**src/rtl/cmos_cap_pkg.sv**
```systemverilog
// Shared types and widths for the DVP capture path: FSM states, counter widths
// and the RGB565 pixel layout.
package cmos_cap_pkg;

  typedef enum logic [1:0] {
    S_SYNC   = 2'd0,
    S_VBLANK = 2'd1,
    S_SKIP   = 2'd2,
    S_ACTIVE = 2'd3
  } cap_state_t;

  localparam int PIX_W  = 11;
  localparam int LINE_W = 10;
  localparam int FRM_W  = 16;
  localparam int SKIP_W = 4;

  // Field order of the packed struct fixes the bit positions: R[15:11], G[10:5], B[4:0].
  typedef struct packed {
    logic [4:0] r;
    logic [5:0] g;
    logic [4:0] b;
  } rgb565_t;

  function automatic rgb565_t pack_rgb565(input logic [7:0] hi, input logic [7:0] lo);
    rgb565_t p;
    p.r = hi[7:3];
    p.g = {hi[2:0], lo[7:5]};
    p.b = lo[4:0];
    return p;
  endfunction

endpackage

```
**src/rtl/cmos_capture_if.sv**
```systemverilog
// Write side of the camera-to-SDRAM FIFO; the capture block is the master.
interface cmos_capture_if;
  import cmos_cap_pkg::*;

  logic    wr_en;
  rgb565_t wr_data;
  logic    fifo_full;

  modport master (output wr_en, output wr_data, input fifo_full);
  modport slave  (input wr_en, input wr_data, output fifo_full);

endinterface

```
**src/rtl/cmos_byte_pack.sv**
```systemverilog
// Pairs consecutive href bytes into RGB565 pixels; emits a one-cycle strobe per pair.
module cmos_byte_pack
  import cmos_cap_pkg::*;
(
  input  logic       CLK,
  input  logic       RSTn,
  input  logic       en,
  input  logic       href,
  input  logic [7:0] data,
  output logic       pix_vld,
  output rgb565_t    pix_data,
  output logic       odd_pend
);

  logic       phase;
  logic [7:0] hi_byte;

  always_ff @(posedge CLK) begin
    if (!RSTn) begin
      phase    <= 1'b0;
      hi_byte  <= 8'h00;
      pix_vld  <= 1'b0;
      pix_data <= '0;
    end else begin
      pix_vld <= 1'b0;
      if (en && href) begin
        phase <= ~phase;
        if (!phase) begin
          hi_byte <= data;
        end else begin
          pix_vld  <= 1'b1;
          pix_data <= pack_rgb565(hi_byte, data);
        end
      end else begin
        phase <= 1'b0;
      end
    end
  end

  // Still high in the cycle href drops if a lone high byte is being thrown away.
  assign odd_pend = phase;

endmodule

```
**src/rtl/cmos_capture.sv**
```systemverilog
// DVP capture: frame sync FSM, start-up frame skipping, FIFO write handshake and
// optional geometry statistics (built when CMOS_CAPTURE_STATS_EN is defined).
//   state    | meaning
//   S_SYNC   | after reset, waiting for vsyn high so capture never starts mid-frame
//   S_VBLANK | vertical blanking, waiting for vsyn to fall
//   S_SKIP   | settling frame, all data ignored
//   S_ACTIVE | frame being captured into the FIFO
module cmos_capture
  import cmos_cap_pkg::*;
#(
  parameter int SKIP_FRAMES = 2,
  parameter int EXP_PIX     = 400,
  parameter int EXP_LINES   = 480
) (
  input  logic              CLK,
  input  logic              RSTn,
  input  logic              cmos_vsyn,
  input  logic              cmos_href,
  input  logic [7:0]        cmos_data,
  cmos_capture_if.master    fifo,
  output logic              frame_start,
  output logic              frame_done,
  output logic              capturing,
  output logic              overflow,
  output logic              frame_err,
  output logic [LINE_W-1:0] line_cnt,
  output logic [FRM_W-1:0]  frame_cnt
);

  localparam logic [SKIP_W-1:0] SKIP_LIM = SKIP_W'(SKIP_FRAMES);

  logic              vsyn_r, vsyn_rr, href_r;
  logic [7:0]        data_r;
  logic              vsyn_fall, vsyn_rise, href_eff;
  cap_state_t        state, state_nxt;
  logic [SKIP_W-1:0] skip_cnt, skip_nxt;
  logic              fs_nxt, fd_nxt;
  logic              pix_vld, odd_pend;
  rgb565_t           pix_data;
  logic              wr_vld;
  rgb565_t           wr_q;

  assign vsyn_fall = vsyn_rr & ~vsyn_r;
  assign vsyn_rise = ~vsyn_rr & vsyn_r;
  assign href_eff  = href_r & ~vsyn_r;
  assign capturing = (state == S_ACTIVE);

  always_comb begin
    state_nxt = state;
    skip_nxt  = skip_cnt;
    fs_nxt    = 1'b0;
    fd_nxt    = 1'b0;
    case (state)
      S_SYNC: begin
        if (vsyn_r) state_nxt = S_VBLANK;
      end
      S_VBLANK: begin
        if (vsyn_fall) begin
          if (skip_cnt < SKIP_LIM) begin
            skip_nxt  = skip_cnt + 1'b1;
            state_nxt = S_SKIP;
          end else begin
            state_nxt = S_ACTIVE;
            fs_nxt    = 1'b1;
          end
        end
      end
      S_SKIP: begin
        if (vsyn_rise) state_nxt = S_VBLANK;
      end
      S_ACTIVE: begin
        if (vsyn_rise) begin
          state_nxt = S_VBLANK;
          fd_nxt    = 1'b1;
        end
      end
      default: state_nxt = S_SYNC;
    endcase
  end

  always_ff @(posedge CLK) begin
    if (!RSTn) begin
      vsyn_r      <= 1'b0;
      vsyn_rr     <= 1'b0;
      href_r      <= 1'b0;
      data_r      <= 8'h00;
      state       <= S_SYNC;
      skip_cnt    <= '0;
      frame_start <= 1'b0;
      frame_done  <= 1'b0;
      wr_vld      <= 1'b0;
      wr_q        <= '0;
      overflow    <= 1'b0;
    end else begin
      vsyn_r      <= cmos_vsyn;
      vsyn_rr     <= vsyn_r;
      href_r      <= cmos_href;
      data_r      <= cmos_data;
      state       <= state_nxt;
      skip_cnt    <= skip_nxt;
      frame_start <= fs_nxt;
      frame_done  <= fd_nxt;
      // Pixels already in the pipe drain even if the frame has just ended.
      wr_vld      <= pix_vld;
      if (pix_vld) wr_q <= pix_data;
      if (fs_nxt) begin
        overflow <= 1'b0;
      end else if (wr_vld && fifo.fifo_full) begin
        overflow <= 1'b1;
      end
    end
  end

  cmos_byte_pack u_pack (
    .CLK      (CLK),
    .RSTn     (RSTn),
    .en       (capturing),
    .href     (href_eff),
    .data     (data_r),
    .pix_vld  (pix_vld),
    .pix_data (pix_data),
    .odd_pend (odd_pend)
  );

  // A full FIFO drops the pixel outright; there is no retry buffer.
  assign fifo.wr_en   = wr_vld & ~fifo.fifo_full;
  assign fifo.wr_data = wr_q;

`ifdef CMOS_CAPTURE_STATS_EN
  logic             href_prev;
  logic [PIX_W-1:0] pix_cnt, pix_total;
  logic             line_bad;

  // The last pixel of a line is still in pix_vld when the falling edge is seen.
  assign pix_total = pix_cnt + PIX_W'(pix_vld);
  assign line_bad  = (pix_total != PIX_W'(EXP_PIX)) || odd_pend;

  always_ff @(posedge CLK) begin
    if (!RSTn) begin
      href_prev <= 1'b0;
      pix_cnt   <= '0;
      line_cnt  <= '0;
      frame_cnt <= '0;
      frame_err <= 1'b0;
    end else begin
      href_prev <= href_eff;
      if (fs_nxt) begin
        pix_cnt   <= '0;
        line_cnt  <= '0;
        frame_err <= 1'b0;
      end else if (capturing) begin
        if (href_prev && !href_eff) begin
          pix_cnt  <= '0;
          line_cnt <= line_cnt + 1'b1;
          if (line_bad) frame_err <= 1'b1;
        end else if (pix_vld) begin
          pix_cnt <= pix_cnt + 1'b1;
        end
        if (fd_nxt && (line_cnt != LINE_W'(EXP_LINES))) frame_err <= 1'b1;
      end
      if (fd_nxt) frame_cnt <= frame_cnt + 1'b1;
    end
  end
`else
  logic stats_unused;
  assign stats_unused = ^{odd_pend, EXP_PIX[0], EXP_LINES[0]};
  assign line_cnt     = '0;
  assign frame_cnt    = '0;
  assign frame_err    = 1'b0;
`endif

endmodule
```
**src/flat_wrapper.sv**
```systemverilog
// flat-port wrapper written by rule: the top's interface ports become plain ports
module cmos_capture_flat import cmos_cap_pkg::*;
#(
  parameter int SKIP_FRAMES = 2,
  parameter int EXP_PIX     = 400,
  parameter int EXP_LINES   = 480
)
  (CLK, RSTn, cmos_vsyn, cmos_href, cmos_data, frame_start, frame_done, capturing, overflow, frame_err, line_cnt, frame_cnt, fifo_wr_en, fifo_wr_data, fifo_fifo_full);
  cmos_capture_if fifo_i ();
  input  logic CLK;
  input  logic RSTn;
  input  logic cmos_vsyn;
  input  logic cmos_href;
  input  logic [7:0] cmos_data;
  output logic frame_start;
  output logic frame_done;
  output logic capturing;
  output logic overflow;
  output logic frame_err;
  output logic [LINE_W-1:0] line_cnt;
  output logic [FRM_W-1:0] frame_cnt;
  output wire logic [$bits(fifo_i.wr_en)-1:0] fifo_wr_en;
  output wire logic [$bits(fifo_i.wr_data)-1:0] fifo_wr_data;
  input wire logic [$bits(fifo_i.fifo_full)-1:0] fifo_fifo_full;
  assign fifo_wr_en = fifo_i.wr_en;
  assign fifo_wr_data = fifo_i.wr_data;
  assign fifo_i.fifo_full = fifo_fifo_full;
  cmos_capture #(.SKIP_FRAMES(SKIP_FRAMES), .EXP_PIX(EXP_PIX), .EXP_LINES(EXP_LINES)) u_core (.CLK(CLK), .RSTn(RSTn), .cmos_vsyn(cmos_vsyn), .cmos_href(cmos_href), .cmos_data(cmos_data), .fifo(fifo_i), .frame_start(frame_start), .frame_done(frame_done), .capturing(capturing), .overflow(overflow), .frame_err(frame_err), .line_cnt(line_cnt), .frame_cnt(frame_cnt));
endmodule
```
**config.mk**
```make
export PLATFORM = sky130hd
export DESIGN_NAME = cmos_capture_flat
export DESIGN_NICKNAME = d
export VERILOG_FILES = /design/src/rtl/cmos_cap_pkg.sv /design/src/rtl/cmos_capture_if.sv /design/src/rtl/cmos_byte_pack.sv /design/src/rtl/cmos_capture.sv /design/src/flat_wrapper.sv
export SDC_FILE = /design/constraint.sdc
export NUM_CORES = 1
export LEC_CHECK = 0
export CORE_MARGIN = 2
export CORE_UTILIZATION = 43
export CTS_CLUSTER_SIZE = 25
export DETAILED_ROUTE_END_ITERATION = 8
export PLACE_DENSITY = 0.74
export SLEW_MARGIN = 10
export SYNTH_ARGS = -nofsm -noshare
export SYNTH_HDL_FRONTEND = slang
export SYNTH_SLANG_ARGS = --single-unit
```
**constraint.sdc**
```tcl
create_clock -name CLK -period 1.3 [get_ports CLK]
set_clock_uncertainty 0.15 [all_clocks]
set_input_delay 0.195 -clock CLK [delete_from_list [all_inputs] [get_ports CLK]]
set_output_delay 0.195 -clock CLK [all_outputs]
set_load 0.01 [all_outputs]
```
==> results by group, run 1 <==
Layout
  – Nets@finish: approximately 300
  – Footprint of the multi-input gates: between 900 and 1000 um2
  – FF+latch area: 1271 um2
  – Fraction of final layout cells with drive strength greater than 1: 0.2249
  – Layout filler cell count: 508
  – Final core utilization: 0.5535
  – Layout area overhead: 25.44%
  – Antenna Cells: 0

STA
  – Setup ws final: -81.73 ps
  – Final slew viol count: 0
  – # setup viols final: 26
  – RSZ-0062 raised after global routing: yes
  – Setup TNS: -744.6 ps
  – Tcrit/Tclk final: 1.063
  – Final min period: 1382 ps
  – Fin. Hold Viols: 0
  – Fmax: 723.7 MHz

Routing
  – Drt pass-1 iters: 4
  – DRT iter0 DRCs: 46
  – Vias per cell: 4.416
  – DRC viols: 0
  – Final ANT Viol Nets: 0
  – Wire length per cell: approximately 11 um
  – Post-Route WL: 3987 um
  – Via Count: 1594

Power
  – Internal power: 0.002810 W
  – Clock Power Share: 0.413
  – Logic pwr share: 0.044
  – Net Switching: 0.0008017 W
  – Net Sw Frac: 0.2220
  – Sequential share of power: 0.543
  – Power Density: 1192 nW/um2
  – Peak supply drop: between 0.5 and 0.6 mV
  – Leak pwr: between 1 and 1.5 nW

Synth
  – Yosys top cell area share: 0.5223
  – EDFF count, synth: 0
  – Synth unique cells: 29
  – Ys Warns: 0
  – Synth Flop Type: dfxtp_1
  – Syn avg cell area: 10.28 um2
  – Register area share after synthesis: 0.5223
  – Synth Cell Area: 2415 um2
  – Syn Inst Count: between 200 and 250
  – Post-synth top area cell: dfxtp_1
  – Largest cells by area after synthesis: dfxtp_1 52%, mux2i_1 17%, buf_4 8.7%
  – Asr flop ratio synth: 0
  – #FFs+latches synth: 63

Clocking
  – Sink Count: 63
  – H-tree Lvls: 3
  – Clk root buf: clkbuf_8
  – Clock buffer count from CTS: 9
  – Clock Tree Buf Depth: 2
  – Hold-fix buffers at CTS: 0
  – Clk pin slew, worst setup/hold paths: 60 ps
  – CTS tree: done
  – Clock insertion delay at the later pin of the skew report: 340 ps

Setup path
  – Crit Path Class: reg -> reg
  – Crit Reg-Reg Startpoint: u_core.vsyn_r
  – WP data arrival: 1500 ps
  – WP data required: roughly 1400 ps
  – Bufs and invs on worst path: 1
  – Crit-path max cell delay: 320 ps
  – Crit path max-delay family: simple AND/OR/NAND/NOR gates
  – CP max FO: 6
  – FF-to-FF path depth: 4
  – Max stage delay cell, worst path: dfxtp_2
  – CP cell instances: and4b_4 > and2b_2 > buf_12 > mux2i_1
  – Worst R2R Setup Slack: -80 ps
  – Worst setup EP type: register
  – Capturing point of the worst reg2reg path: u_core.u_pack.hi_byte[6]
  – Startpoint types: register

Floorplanning
  – Die height: 78.94 um
  – Die width: between 70 and 80 um
  – Num rows: 27
  – # IOs: 61
  – Starting density of the core: 0.4412
  – Die ar.: slightly above 6000 um2
  – CORE AREA: between 5000 and 6000 um2

GRT
  – First-pass GRT wire length: 6561 um
  – Initial antenna violation count: 0
  – Largest net degree at the start of global routing: a little under 50
  – Global route overflow: 0
  – Total track usage: 0.1421
  – Vias in the first global route: 1530

Worst hold path
  – Hold path start: cmos_data[2]
  – Hold endpoint: u_core.data_r[2]
  – Hold Crit Class: in -> reg
  – Hold path depth: 2

Status
  – Failing checks: setup timing
  – Status: finished with violations

Place
  – Port Buf Inserts: 33
  – Placer Congestion: about 0.79
  – DP HPWL: 2658 um

Flow run
  – Max-Cap Viols: 0
-- cell usage after synthesis, drive strengths merged, types with 2 or more instances --
library cell / instances
a21oi: 3
nand2: 36
buf: 34
and2: 14
mux2i: 41
nor4b: 2
inv: 2
clkbuf: 3
nor3: 2
dfxtp: 63
a31oi: 2
nor2: 20
-- cell usage in the layout, fill, tap and decap left out, types with 2 or more instances in the layout --
cell type / instances
dfxtp_1: 55
buf_12: 5
and2_1: 13
clkbuf_8: 11
clkbuf_2: 10
clkdlybuf4s15_2: 3
clkinv_2: 2
buf_4: 8
nor2_1: 20
conb_1: 27
nand2_1: 34
mux2i_1: 41
buf_6: 5
a21oi_1: 3
clkdlybuf4s50_1: 12
clkbuf_1: 2
dfxtp_2: 8
a31oi_1: 2
inv_1: 2
clkdlybuf4s15_1: 5
-- power by group through the flow --
stage               Clock, W  Combinational [W]  Sequential [W]
CTS                  0.00155           0.000157         0.00196
detailed placement         0           0.000156         0.00200
finish               0.00149           0.000160         0.00196
global placement           0           0.000155         0.00200
floorplan                  0           0.000150         0.00200
global route         0.00163           0.000178         0.00196
-- cell families (layout without fill, tap and decap cells) --
kind of cell,after synthesis,after routing,synth area share
and+or+nand+nor,82,82,0.1643
buffers and inverters,40,68,0.1202
DFF,63,63,0.5223
muxes,41,41,0.1699
other,1,27,0.001553
AOI/OAI and AO/OA,7,7,0.01658
adders and majority gates,1,1,0.005181
-- metal layers --
layer,up-vias,share of wire,track usage
li1,814,-,-
met1,733,0.45,0.1545
met2,38,0.46,0.2282
met3,9,0.057,0.06136
met4,0,0.026,0.08793
met5,-,0,0
-- state kept, by name (all words and copies together) (netlist names), 2 cells and up --
signal and cells:
u_core.skip_cnt 4, u_core.data_r 8, u_core.u_pack.pix_data 16, u_core.fifo.wr_data 16, u_core.u_pack.hi_byte 8, u_core.state 2
-- final cells by class --
class | count | share of cell area
Inverter | 2 | 0.002478
Sequential cell | 63 | 0.4197
Timing Repair Buffer | 50 | 0.1599
Clock buffer | 13 | 0.05246
Multi-Input combinational cell | 158 | 0.3300
Tap cell | 72 | 0.02974
Clock inverter | 3 | 0.005783
-- per-stage QoR --
stage / power, W / worst slack (ps) / area, um2 / hold slack [ps] / cells
3_3_place_gp: 0.002157 / -307.8 / 2833 / 296.9 / 344
5_1_grt: 0.003774 / -111.6 / 3029 / 263.7 / 361
6_report: 0.003611 / -81.73 / 3029 / 278.1 / 361
3_5_place_dp: 0.002159 / -311.0 / 2833 / 305.3 / 344
2_1_floorplan: 0.002152 / 0.04208 / 2512 / 172.3 / 261
4_1_cts: 0.003664 / -77.56 / 3013 / 256.7 / 361
-- how the worst max path moves through the flow --
stage | from | endpoint | slack (ps) | cells after the start
floorplan | u_core.vsyn_r | u_core.u_pack.hi_byte[5] | 0.04 | 4
global placement | fifo_fifo_full | fifo_wr_en | -310 | 3
detailed placement | fifo_fifo_full | fifo_wr_en | -310 | 3
CTS | u_core.vsyn_r | u_core.u_pack.hi_byte[6] | -80 | 4
global route | u_core.vsyn_r | u_core.u_pack.hi_byte[6] | -110 | 4
finish | u_core.vsyn_r | u_core.u_pack.hi_byte[6] | -80 | 4
-- repair_timing --
item | CTS | global route
setup endpoints to repair | 30 | 46
resized for setup | 49 | 31
pin swaps | 0 | 4
buffers inserted | 1 | 0
No activity file was read; power rests on OpenSTA's default activity.
==> run 2, diff against run 1 <==
--- a/constraint.sdc
+++ b/constraint.sdc
@@ -4,2 +4,2 @@
 set_output_delay 0.195 -clock CLK [all_outputs]
-set_load 0.01 [all_outputs]
+set_load 0.02 [all_outputs]
==> results by group, run 2 (same netlist as run 1, synthesis figures left out) <==
Clocking
  – Clock buffer count from CTS: 9
  – CTS tree: done
  – Clock insertion delay at the later pin of the skew report: 330 ps
  – Sink Count: 63
  – Clk pin slew, worst setup/hold paths: 60 ps
  – Clk root buf: clkbuf_8
  – Clock Tree Buf Depth: 2
  – H-tree Lvls: 3

Floorplanning
  – Die height: 78.94 um
  – CORE AREA: 5473 um2
  – # IOs: 61
  – Die width: 78.94 um
  – Starting density of the core: 0.4412
  – Die ar.: 6232 um2
  – Num rows: 27

Routing
  – Wire length per cell: 11.07 um
  – Drt pass-1 iters: 4
  – Via Count: roughly 1.7k
  – Post-Route WL: 4028 um
  – DRC viols: 0
  – Final ANT Viol Nets: 0
  – DRT iter0 DRCs: 61
  – Vias per cell: 4.560

Status
  – Failing checks: setup timing
  – Status: finished with violations

STA
  – Final min period: 1356 ps
  – Setup ws final: -56.33 ps
  – # setup viols final: 25
  – Tcrit/Tclk final: 1.043
  – RSZ-0062 raised after global routing: yes
  – Final slew viol count: 0
  – Fin. Hold Viols: 0
  – Fmax: 737.3 MHz
  – Setup TNS: -1022 ps

Setup path
  – Crit path max-delay family: simple AND/OR/NAND/NOR gates
  – CP max FO: 6
  – Startpoint types: register
  – WP data required: ~1400 ps
  – Crit-path max cell delay: 320 ps
  – WP data arrival: 1470 ps
  – CP cell instances: and4b_4 > and2b_2 > buf_12 > mux2i_1
  – Crit Path Class: reg -> reg
  – Max stage delay cell, worst path: dfxtp_2
  – Bufs and invs on worst path: 1
  – Worst setup EP type: register

GRT
  – Initial antenna violation count: 0
  – Total track usage: 0.1390
  – Vias in the first global route: around 1.5k
  – Global route overflow: 0
  – Largest net degree at the start of global routing: 44
  – First-pass GRT wire length: 6568 um

Layout
  – Most frequent cells in the layout: 58 x dfxtp_1, 41 x mux2i_1, 34 x nand2_1, 27 x conb_1, 20 x nor2_1
  – Fraction of final layout cells with drive strength greater than 1: 0.2432
  – Design Area, Final: 3022 um2
  – Layout area overhead: 25.13%
  – Antenna Cells: 0
  – Nets@finish: 301
  – Layout filler cell count: 489
  – Most common cell after layout, fill and taps aside: dfxtp_1

Power
  – Total chip power: about 0.004 W
  – Power Density: approximately 1300 nW/um2
  – Leak pwr: 1.377 nW
  – Peak supply drop: 0.5999 mV

Worst hold path
  – Hold Crit Class: in -> reg

Place
  – Placer Congestion: 0.8196
  – Port Buf Inserts: 33
  – Placement Cell Area: 2840 um2
  – DP HPWL: around 2600 um

Flow run
  – Max-Cap Viols: 0
run 2: cell types whose count changed in the layout (fill, tap and decap cells not counted), moves of 2 or more:
cell	previous run	this run
dfxtp_2	8	4
buf_6	5	3
clkdlybuf4s15_2	3	0
clkbuf_2	10	2
clkdlybuf4s15_1	5	0
dfxtp_1	55	58
buf_4	8	14
buf_2	1	17
run 2: per-stage QoR:
| step | hold slack, ps | setup slack, ps | util | cells |
|---|---|---|---|---|
| floorplan | 172.3 | 0.04208 | - | 261 |
| global placement | 295.3 | -372.9 | 0.5190 | 345 |
| detailed placement | 305.1 | -389.4 | 0.5190 | 345 |
| CTS | 268.3 | -64.44 | 0.5588 | 362 |
| global route | 282.5 | -101.8 | 0.5521 | 364 |
| finish | 283.9 | -56.33 | 0.5521 | 364 |
run 2: routing by layer:
layer	vias to the layer above	wire length, um	part of all wire	track usage
met2	40	1930	0.48	0.2256
met1	789	1776	0.44	0.1560
met4	0	108	0.027	0.09310
met5	-	0	0	0
li1	820	-	-	-
met3	11	212	0.053	0.04432
run 2: area by class of cell:
cell class,count,area (um2),share of cell area
Timing Repair Buffer,53,454.2,0.1503
Clock inverter,3,40.04,0.01325
Clock buffer,13,168.9,0.05590
Sequential cell,63,1270,0.4203
Tap cell,72,90.09,0.02981
Inverter,2,7.507,0.002484
Multi-Input combinational cell,158,991.0,0.3279
run 2: power by group:
group	switching (W)	internal, W	leakage (nW)	total (W)
Clock	0.000703	0.00104	0.109	0.00174
Sequential	0.00000876	0.00195	0.513	0.00196
Combinational	0.000127	0.0000701	0.755	0.000197
Total	0.000839	0.00306	1.38	0.00390
run 2: path summary, 6_finish.rpt:
check	startpoint	end	slack, ps	depth (start not counted)
setup / recovery	u_core.vsyn_r	u_core.u_pack.hi_byte[6]	-60	4
hold / removal	cmos_data[2]	u_core.data_r[2]	280	2
setup reg to reg	u_core.vsyn_r	u_core.u_pack.hi_byte[6]	-60	4
hold reg to reg	u_core.data_r[4]	u_core.u_pack.pix_data[4]	310	2
run 2: timing repair:
item                                   in CTS  in global routing
setup endpoints to repair                  31                 46
buffers inserted                            1                  2
hold buffers                                0                  0
pin swaps                                   0                  4
resized for setup                          76                 25
endpoints found under the hold margin       0                  0
